--- config.mk ---
export PLATFORM = sky130hd
export DESIGN_NAME = vedic_mac_accumulator
export DESIGN_NICKNAME = d
export VERILOG_FILES = /design/src/rtl/vedic_mac_accumulator.sv
export SDC_FILE = /design/constraint.sdc
export NUM_CORES = 1
export LEC_CHECK = 0
export ABC_CLOCK_PERIOD_IN_PS = 3260
export BUFFER_PORTS_ARGS = -buffer_cell sky130_fd_sc_hd__clkbuf_2
export CAP_MARGIN = 10
export CORE_MARGIN = 10
export CORE_UTILIZATION = 51
export CTS_CLUSTER_SIZE = 12
export DETAILED_ROUTE_END_ITERATION = 8
export GPL_ROUTABILITY_DRIVEN = 0
export MAX_ROUTING_LAYER = met4
export PLACE_DENSITY = 0.78
export SYNTH_ARGS = -nofsm -noshare
export SYNTH_HDL_FRONTEND = slang
export SYNTH_SLANG_ARGS = --single-unit
--- constraint.sdc ---
create_clock -name clk -period 3.26 [get_ports clk]
set_clock_uncertainty 0.15 [all_clocks]
set_input_delay 0.163 -clock clk [delete_from_list [all_inputs] [get_ports clk]]
set_output_delay 0.163 -clock clk [all_outputs]
set_load 0.02 [all_outputs]
--- src/rtl/vedic_mac_accumulator.sv ---
// Purpose: sums a programmed number of unsigned products from the Vedic multiplier into a wide accumulator.
// Latency: out_valid rises the cycle after the final product transfer; the next start is accepted 2 cycles after that transfer at the earliest.
// Backpressure: prod_ready is high only in ACCUM; the result is held in DONE until out_ready, and start is ignored while busy.
//
// Ports:
//   clk, rst      : rising-edge clock, synchronous active-high reset
//   start         : one-cycle pulse, honoured only in IDLE
//   num_terms     : number of products to sum, sampled on an accepted start
//   prod_valid    : prod_in carries a product this cycle
//   prod_in       : unsigned product (PROD_W bits)
//   prod_ready    : block consumes prod_in this cycle (registered)
//   acc_out       : accumulator register, meaningful when out_valid=1
//   out_valid     : final sum available (registered)
//   out_ready     : consumer accepts the result
//   busy          : high in ACCUM or DONE (registered)
//   overflow      : sticky carry out of ACC_W for the current accumulation
module vedic_mac_accumulator #(
  parameter int PROD_W = 64,
  parameter int ACC_W  = 80,
  parameter int CNT_W  = 16
) (
  input  logic              clk,
  input  logic              rst,
  input  logic              start,
  input  logic [CNT_W-1:0]  num_terms,
  input  logic              prod_valid,
  input  logic [PROD_W-1:0] prod_in,
  output logic              prod_ready,
  output logic [ACC_W-1:0]  acc_out,
  output logic              out_valid,
  input  logic              out_ready,
  output logic              busy,
  output logic              overflow
);

  typedef enum logic [1:0] {
    IDLE  = 2'd0,
    ACCUM = 2'd1,
    DONE  = 2'd2
  } state_t;

  state_t           state;
  logic [CNT_W-1:0] count;

  // One extra bit on the adder captures the carry out of the accumulator;
  // the product is zero-extended to the full accumulator width.
  logic [ACC_W:0]   sum_ext;

  always_comb begin
    sum_ext = '0;
    sum_ext = {1'b0, acc_out} + {{(ACC_W + 1 - PROD_W){1'b0}}, prod_in};
  end

  // prod_ready, out_valid and busy are registered alongside the state so
  // that no input reaches an output combinationally.
  always_ff @(posedge clk) begin
    if (rst) begin
      state      <= IDLE;
      acc_out    <= '0;
      count      <= '0;
      prod_ready <= 1'b0;
      out_valid  <= 1'b0;
      busy       <= 1'b0;
      overflow   <= 1'b0;
    end else begin
      case (state)
        IDLE: begin
          if (start) begin
            acc_out  <= '0;
            overflow <= 1'b0;
            busy     <= 1'b1;
            if (num_terms != '0) begin
              count      <= num_terms;
              state      <= ACCUM;
              prod_ready <= 1'b1;
            end else begin
              // Empty sum: present zero immediately.
              state     <= DONE;
              out_valid <= 1'b1;
            end
          end
        end

        ACCUM: begin
          if (prod_valid) begin
            acc_out  <= sum_ext[ACC_W-1:0];
            overflow <= overflow | sum_ext[ACC_W];
            count    <= count - 1'b1;
            if (count == CNT_W'(1)) begin
              state      <= DONE;
              prod_ready <= 1'b0;
              out_valid  <= 1'b1;
            end
          end
        end

        DONE: begin
          // start is deliberately not looked at here; a start coinciding
          // with out_ready is dropped rather than queued.
          if (out_ready) begin
            state     <= IDLE;
            out_valid <= 1'b0;
            busy      <= 1'b0;
          end
        end

        default: begin
          state      <= IDLE;
          prod_ready <= 1'b0;
          out_valid  <= 1'b0;
          busy       <= 1'b0;
        end
      endcase
    end
  end

endmodule

==> flow_summary.toml <==
[yosys]
synth-seq-cells = 102
postSynthCellCount = 1090
synth_cell_types = 59
synth_flop_cell = "dfxtp_1"
syn-cell-area_sq_um = 7850
syn_avg_cell_area_sq_um = 7.20
synth_top_area_share_pct = 26.0
synthArstFlopShare_pct = 0
synth.area.top_cells = "dfxtp_1 (26%), ha_1 (11%), a21oi_1 (8.4%)"
yosysMostFrequentCell = "nand2_1"
synth_edf_count = 0
syn_nets = 1242
synth_common_cells = "nand2_1 (150), a21oi_1 (131), nor2_1 (117), dfxtp_1 (102), o21ai_0 (78)"
yosysTopAreaCell = "dfxtp_1"
yosysSeqAreaShare_pct = 26.0
yosysWarnings = 0

[layout]
drive_above_1_share_pct = 19.9
fin_nets = 1411
nFillCells = 1433
antenna_cells = 0
area_growth_pct = 20.1

[timing]
hold_violations = 0
slew_viol_final = 0
max_freq_ghz = 0.315
finalSetupViolCount = 0
setup_ws_ns = 0.0882
worstMarginPinSlew_ns = 0.832
finalCritPeriodShare_pct = 97.3
slew_headroom_pct = 44.5
final.min_clock_period_ns = 3.17
timing.hold.ws_ns = 0.0120

[grt]
grt_pass1_vias = 8022
grt_overflow_total = 0
grt_max_degree = 46
grt_pass1_wl_um = 38700
groute.usage.overall_pct = 23.2
antenna_found_initial = 0

[clock_network]
cts_htree_levels = 3
cts_root_buffer = "clkbuf_16"
cts_sinks = 102
clkTransAtPathRegs_ns = 0.08
numCtsBuffers = 9
cts_tree = "done"
cts_buffer_depth = 2
insertion_delay_ns = 0.36

[detailed_routing]
drt-vias-per-instance = 5.92
avgRoutedWirePerCell_um = 16.6
antenna_left = 0
drc_errors = 0
firstDrtPassIters = 6
drt_wl_total_um = 24200
vias = 8595
drt_iter0_drc = 787

[min_path]
hp-class = "input pin to flop"

[floorplanning]
coreArea_sq_um = 15100
start_util_pct = 51.8
io_pins = 169
dieHeight_um = 144
dieWidth_um = 144
rows = 45
dieArea_sq_um = 20800

[power]
power.density_nw_per_um2 = 428
ir_worst_vdd_v = 0.000245
p_leak_nw = 4.15

[placed_design]
place_ws_ns = -0.00209
detailed_place_hpwl_um = 18900
io_buffers = 168

[outcome]
status = "completed"

[run]
maxCapViolations = 0

[worst_setup_path]
cp.arrival_ns = 3.28
critPathKind = "flop to flop"
required_ns = 3.36
r2r_slack_ns = 0.09
crit_path_end_kind = "flop"
cp-start-kind = "flop"
worstPathMaxFanout = 8
-- final timing paths --
path | depth (start not counted) | start | end
setup / recovery | 12 | acc_out[10] | acc_out[59]
hold / removal | 3 | num_terms[12] | count[12]
setup reg to reg | 12 | acc_out[10] | acc_out[59]
hold reg to reg | 2 | acc_out[60] | acc_out[60]
-- flip-flops by register name, summed over array words and instances, names as in the netlist --
name and flops:
out_valid 1, state 2, busy 1, overflow 1, count 16, acc_out 80, prod_ready 1
-- worst max-delay path, stage by stage (launching register included) --
cell,delay (ns)
dfxtp_1,0.33
ha_1,0.39
a21oi_1,0.28
o21a_1,0.18
nor2_1,0.04
o21ai_0,0.23
nand4_1,0.24
a21oi_2,0.37
o211ai_1,0.16
buf_4,0.16
o21ai_0,0.25
nand4_1,0.16
o311ai_1,0.13
-- layout by cell type, fill, tap and decap left out, types with 4 or more instances in the layout --
cell       count
ha_1          61
a21o_1        17
o21bai_1      10
clkbuf_2     168
and3_1         8
o21a_1        16
and2_1         5
o21ai_0       75
nand2_1      150
or3_1          7
dfxtp_1      101
o31ai_1        4
o21ai_1        6
a211oi_1      10
nor4_1        11
a22oi_1       32
ha_2           4
nor2_1       117
xor2_1        26
a31oi_1        7
nor3_1        24
o22ai_1        4
buf_4         47
a21oi_1      129
a221oi_1       5
nand4_1       31
inv_1         29
xnor2_1       41
clkbuf_16      9
a41oi_1        4
nand3_1       28
o211ai_1       6
nand2b_1       7
nor2b_1        9
-- cell type report --
type / instances / area, sq um / share of cell area (%)
multi-input combinational: 899 / 5540 / 58.7
tap: 188 / 235 / 2.50
clock inverter: 7 / 53.8 / 0.571
sequential: 102 / 2040 / 21.7
timing repair buffer: 218 / 1220 / 13.0
inverter: 29 / 109 / 1.15
clock buffer: 9 / 225 / 2.39
-- cells by family (layout without fill, tap and decap cells) --
logic type                 after synthesis  count (layout)  share of synthesized area [%]
xor gates and xnor gates                67              67                           7.48
DFF                                    102             102                           26.0
and+or+nand+nor                        405             405                           23.1
adders and majority gates               67              67                           10.8
AOI/OAI and AO/OA                      360             360                           28.3
buffers and inverters                   89             263                           4.26
-- stage by stage --
step	utilization [%]	TNS (ns)	cells	instance area, sq um	power, mW
after floorplan	-	0	1090	7850	2.51
after global routing	62.2	-0.0216	1452	9430	4.28
after global placement	59.6	0	1429	9030	2.94
final	62.2	0	1452	9430	4.04
after CTS	61.7	0	1449	9340	4.02
after detailed placement	59.6	-0.00209	1429	9030	2.96
-- layer usage --
metal  track usage [%]  vias to the layer above  routed length (um)
met5                 -                        -                   0
met4              6.39                        0                 456
met3              4.03                       29                1810
met2              37.7                      349               11300
met1              29.0                     3918               10600
li1                  -                     4299                   -
-- where the power goes --
part	internal [mW]	total (mW)	switching [mW]
Clock	0.527	1.06	0.530
Combinational	0.586	1.53	0.947
Sequential	1.35	1.45	0.0960
Total	2.46	4.04	1.57
-- repair_timing --
| item | CTS | global route |
|---|---|---|
| endpoints found under the setup margin | 1 | 30 |
| resized for setup | 0 | 19 |
| pin swaps | 1 | 4 |
| hold buffers | 3 | 0 |
| hold endpoints to repair | 5 | 0 |
| buffers inserted | 1 | 3 |
Note: power is estimated with default switching activity, not from simulation.
